[src/rtl/alu_cmd_driver.sv]
// Command-side initiator for the unsigned ALU: valid/ready command in, one op in flight,
// registered result/flags returned on a valid/ready response channel, plus accumulator and sticky flags.
module alu_cmd_driver #(
    parameter int WIDTH = 4
) (
    input  logic             clk,
    input  logic             reset,
    input  logic             cmd_valid,
    output logic             cmd_ready,
    input  logic [3:0]       cmd_opcode,
    input  logic [WIDTH-1:0] cmd_a,
    input  logic [WIDTH-1:0] cmd_b,
    input  logic             cmd_acc_sel,
    input  logic             cmd_wb,
    output logic             rsp_valid,
    input  logic             rsp_ready,
    output logic [WIDTH-1:0] rsp_result,
    output logic             rsp_overflow,
    output logic             rsp_underflow,
    output logic             rsp_err,
    output logic [WIDTH-1:0] acc,
    output logic             sticky_ovf,
    output logic             sticky_unf,
    input  logic             sticky_clr,
    output logic [3:0]       alu_opcode,
    output logic [WIDTH-1:0] alu_a,
    output logic [WIDTH-1:0] alu_b,
    output logic             alu_set,
    input  logic [WIDTH-1:0] alu_out,
    input  logic             alu_overflow,
    input  logic             alu_underflow
);

    localparam logic [1:0] S_IDLE    = 2'd0;
    localparam logic [1:0] S_ISSUE   = 2'd1;
    localparam logic [1:0] S_CAPTURE = 2'd2;
    localparam logic [1:0] S_RESPOND = 2'd3;

    logic [1:0]       r_state;
    logic [3:0]       r_opcode;
    logic [WIDTH-1:0] r_a;
    logic [WIDTH-1:0] r_b;
    logic             r_wb;
    logic [WIDTH-1:0] r_result;
    logic             r_ovf;
    logic             r_unf;
    logic             r_err;
    logic [WIDTH-1:0] r_acc;
    logic             r_sticky_ovf;
    logic             r_sticky_unf;

    logic             w_illegal;
    logic             w_capture;

    assign w_illegal = (cmd_opcode[3:1] == 3'b111);
    assign w_capture = (r_state == S_CAPTURE);

    always_ff @(posedge clk) begin
        if (reset) begin
            r_state  <= S_IDLE;
            r_opcode <= '0;
            r_a      <= '0;
            r_b      <= '0;
            r_wb     <= 1'b0;
            r_result <= '0;
            r_ovf    <= 1'b0;
            r_unf    <= 1'b0;
            r_err    <= 1'b0;
            r_acc    <= '0;
        end else begin
            case (r_state)
                S_IDLE: begin
                    if (cmd_valid) begin
                        // A is sampled from the accumulator here, after any prior writeback
                        r_opcode <= cmd_opcode;
                        r_a      <= cmd_acc_sel ? r_acc : cmd_a;
                        r_b      <= cmd_b;
                        r_wb     <= cmd_wb;
                        if (w_illegal) begin
                            r_result <= '0;
                            r_ovf    <= 1'b0;
                            r_unf    <= 1'b0;
                            r_err    <= 1'b1;
                            r_state  <= S_RESPOND;
                        end else begin
                            r_err    <= 1'b0;
                            r_state  <= S_ISSUE;
                        end
                    end
                end
                S_ISSUE: begin
                    r_state <= S_CAPTURE;
                end
                S_CAPTURE: begin
                    r_result <= alu_out;
                    r_ovf    <= alu_overflow;
                    r_unf    <= alu_underflow;
                    if (r_wb) begin
                        r_acc <= alu_out;
                    end
                    r_state  <= S_RESPOND;
                end
                default: begin
                    if (rsp_ready) begin
                        r_state <= S_IDLE;
                    end
                end
            endcase
        end
    end

    // A capture that raises a flag dominates a simultaneous clear
    always_ff @(posedge clk) begin
        if (reset) begin
            r_sticky_ovf <= 1'b0;
            r_sticky_unf <= 1'b0;
        end else begin
            r_sticky_ovf <= (r_sticky_ovf & ~sticky_clr) | (w_capture & alu_overflow);
            r_sticky_unf <= (r_sticky_unf & ~sticky_clr) | (w_capture & alu_underflow);
        end
    end

    assign cmd_ready     = (r_state == S_IDLE);
    assign rsp_valid     = (r_state == S_RESPOND);
    assign rsp_result    = r_result;
    assign rsp_overflow  = r_ovf;
    assign rsp_underflow = r_unf;
    assign rsp_err       = r_err;
    assign acc           = r_acc;
    assign sticky_ovf    = r_sticky_ovf;
    assign sticky_unf    = r_sticky_unf;
    assign alu_opcode    = r_opcode;
    assign alu_a         = r_a;
    assign alu_b         = r_b;
    assign alu_set       = (r_state == S_ISSUE);

endmodule

[config.mk]
export PLATFORM = sky130hd
export DESIGN_NAME = alu_cmd_driver
export DESIGN_NICKNAME = d
export VERILOG_FILES = /design/src/rtl/alu_cmd_driver.sv
export SDC_FILE = /design/constraint.sdc
export NUM_CORES = 1
export LEC_CHECK = 0
export ABC_AREA = 1
export ABC_CLOCK_PERIOD_IN_PS = 2300
export BUFFER_PORTS_ARGS = -buffer_cell sky130_fd_sc_hd__buf_4
export CAP_MARGIN = 20
export CORE_MARGIN = 8
export CORE_UTILIZATION = 30
export CTS_BUF_LIST = sky130_fd_sc_hd__clkbuf_8
export CTS_CLUSTER_DIAMETER = 30
export DETAILED_ROUTE_END_ITERATION = 6
export GPL_ROUTABILITY_DRIVEN = 0
export RECOVER_POWER = 25
export SETUP_SLACK_MARGIN = 0.05
export SLEW_MARGIN = 0
export SYNTH_ARGS = -nofsm -noshare
export SYNTH_HDL_FRONTEND = slang
export SYNTH_SLANG_ARGS = --single-unit
[constraint.sdc]
create_clock -name clk -period 2.3 [get_ports clk]
set_input_delay 0.115 -clock clk [delete_from_list [all_inputs] [get_ports clk]]
set_output_delay 0.115 -clock clk [all_outputs]
set_load 0.03 [all_outputs]
==> qor.csv <==
stage;metric;value;unit
status;status;completed;
worst_hold_path;holdPathEnd;alu_opcode[1];
synthesis;syn_area_per_cell;7.05;um^2
grt;grt_max_degree;23;
timing;slew_headroom;59.9;%
detailed_routing;wl_per_cell;11.2;um
finish;antennaDiodeCount;0;
floorplanning;dieArea;6630;um^2
synthesis;synth_flop_cell;dfxtp_1;
synthesis;synth_most_common_cell;nor2_1;
critical_path;crit_type;register to register;
floorplanning;row_count;23;
synthesis;synthArstFlopShare;0;%
critical_path;critPathLaunchType;register;
place;place_inst;278;
timing;clock_skew;0.000876;ns
floorplanning;coreArea;4060;um^2
timing;fmax;563;MHz
synthesis;synth_cell_types;17;
clocking;clk_pin_slew;0.10;ns
detailed_routing;vias_per_cell;4.22;
timing;hold_ws;0.0598;ns
grt;overflow;0;
grt;grt_first_pass_wirelength;5050;um
critical_path;startpoint;r_state[0];
clocking;clockBufferDepth;2;
finish;synthToLayoutAreaGrowth;33.1;%
detailed_routing;wl_met1;1430;um
power_and_ir_drop;total_power;1960;uW
detailed_routing;dr.max_layer_used;met4;
synthesis;synth_edf_count;0;
detailed_routing;ant_nets;0;
timing;hold_viol_final;0;
critical_path;required;2.48;ns
clocking;cts_tree;done;
floorplanning;initial_core_util;31.6;%
detailed_routing;wl_met3;258;um
grt;antenna_found_initial;0;
detailed_routing;drt_pass1_iterations;4;
critical_path;cp_max_fo;12;
detailed_routing;post-route-drc-count;0;
clocking;postCtsSetupBuffers;0;
critical_path;r2r-start;r_state[0];
timing;worst_slew_pin_slew;0.601;ns
critical_path;worstReg2RegEnd;rsp_overflow;
clocking;post_cts_resized;0;
grt;grt_pass1_vias;1127;
critical_path;r2r_cells;8;
synthesis;synth_top_area_share;43.7;%
synthesis;synth-seq-cells;28;
worst_hold_path;hold_class;primary input to register;
flow_run;drv_cap;0;
synthesis;synthCells;182;
critical_path;reg2reg_slack;0.52;ns
synthesis;ys_warn_count;0;
detailed_routing;drt_iter0_drc;28;
detailed_routing;routed_wl;3170;um
clocking;cts-root-buf;clkbuf_8;
finish;final_cells;282;
synthesis;ys_seq_area_share;43.7;%
clocking;htree_levels;1;
power_and_ir_drop;ir_worst_vdd;0.000355;V
finish;nets;264;
synthesis;synth_area_leader_cell;dfxtp_1;
finish;layout-drive-gt1-share;21.6;%
floorplanning;die_y;81.4;um
critical_path;worstPathArrival;1.96;ns
timing;final.period_utilization;77.3;%
power_and_ir_drop;p_leak;0.000892;uW
detailed_routing;vias;1189;
place;port-buffer-count;52;
synthesis;syn_area;1280;um^2
floorplanning;die_w;81.4;um
detailed_routing;route.met2.wl;1470;um
worst_hold_path;hold_depth;2;
worst_hold_path;hp-start;reset;
timing;tns;0;ns
clocking;cts_buffers;3;
synthesis;ys_top_cells_by_area;dfxtp_1 (44%), nor2_1 (13%), nand2_1 (9.6%);
clocking;clock_latency;0.27;ns
grt;grt_use_total;9.33;%
synthesis;synth_fp_nets;213;
floorplanning;io_pins;53;
clocking;cts_sinks;28;
place;dp.final_hpwl;2450;um
power_and_ir_drop;p_per_area;1140;nW/um^2
clocking;cts_hold_buf;0;
timing;finalMaxSlewViolations;0;
timing;fin_crit;1.78;ns
synthesis;yosys-top-cells-count;nor2_1 (46), nand2_1 (33), dfxtp_1 (28);
critical_path;critPathCaptureType;register;
timing;grt_setup_unrepaired;false;
timing;setup_viol;0;
registers in the layout (all words and copies together) (netlist names):
| signal | flops |
|---|---|
| rsp_overflow | 1 |
| sticky_unf | 1 |
| alu_a | 4 |
| acc | 4 |
| rsp_err | 1 |
| r_wb | 1 |
| alu_opcode | 4 |
| r_state | 2 |
| sticky_ovf | 1 |
| rsp_result | 4 |
| rsp_underflow | 1 |
| alu_b | 4 |
routing by layer:
| layer | GRT usage, % | vias to the layer above |
|---|---|---|
| met2 | 15.0 | 36 |
| met3 | 2.84 | 2 |
| met4 | 2.68 | 0 |
| met1 | 11.7 | 502 |
| li1 | - | 649 |
| met5 | 0 | - |
power by group:
group          switching (uW)  leakage (uW)  total (uW)  internal (uW)
logic                     599      0.000627         889            290
clock network             158     0.0000357         391            233
registers                71.4      0.000229         676            605
total                     828      0.000892        1960           1130
how the worst max path moves through the flow:
stage,end,slack (ns),cells after the start
6_report,rsp_overflow,0.52,8
5_1_grt,rsp_overflow,0.30,8
4_1_cts,rsp_overflow,0.49,8
3_5_place_dp,rsp_overflow,0.52,8
3_3_place_gp,rsp_result[3],0.58,8
2_1_floorplan,rsp_underflow,0.92,10
area by class of cell:
| type | instances | area (um^2) |
|---|---|---|
| well taps | 50 | 62.6 |
| inverters | 27 | 101 |
| clock inverters | 1 | 30.0 |
| clock buffers | 3 | 41.3 |
| repair buffers | 52 | 338 |
| fillers | 447 | 2350 |
| flip-flops and latches | 28 | 561 |
| multi-input cells | 121 | 576 |
logic make-up after synthesis:
kind of cell             count (synthesis)  share of synthesized area, %
AO/OA/AOI/OAI                           22                          9.36
adder cells (fa/ha/maj)                  6                          5.85
buffers and inverters                   33                          11.5
flip-flops                              28                          43.7
AND/OR/NAND/NOR                         93                          29.6
per-stage QoR:
| stage | setup slack (ns) | cell area [um^2] | utilization [%] |
|---|---|---|---|
| after detailed placement | 0.516 | 1690 | 41.7 |
| after global placement | 0.576 | 1690 | 41.7 |
| after global routing | 0.302 | 1710 | 42.1 |
| final | 0.523 | 1710 | 42.1 |
| after floorplan | 0.916 | 1280 | - |
| after CTS | 0.493 | 1760 | 43.4 |
worst max-delay path, cell delays in order, from the launching register on:
cell and delay, ns:
dfxtp_1 0.42, inv_1 0.10, ha_1 0.25, nand2_2 0.21
nor2_4 0.07, nor2_2 0.40, nand2_1 0.10, nand2_1 0.08
nor2_1 0.05
placed cells by master, fill, tap and decap left out:
cell type | netlist | routed
dfxtp_1 | 28 | 28
nor2_4 | 1 | 1
o211ai_1 | 4 | 4
bufinv_16 | 0 | 1
inv_1 | 26 | 26
clkbuf_1 | 1 | 14
nand2_2 | 5 | 5
nor2_1 | 46 | 46
clkbuf_8 | 0 | 3
nor2_2 | 1 | 1
nand3_1 | 7 | 7
buf_4 | 2 | 38
nand2_1 | 33 | 33
o21ai_0 | 12 | 12
ha_1 | 6 | 6
a21oi_1 | 6 | 6
inv_2 | 1 | 1
No activity file was read; power rests on OpenSTA's default activity.
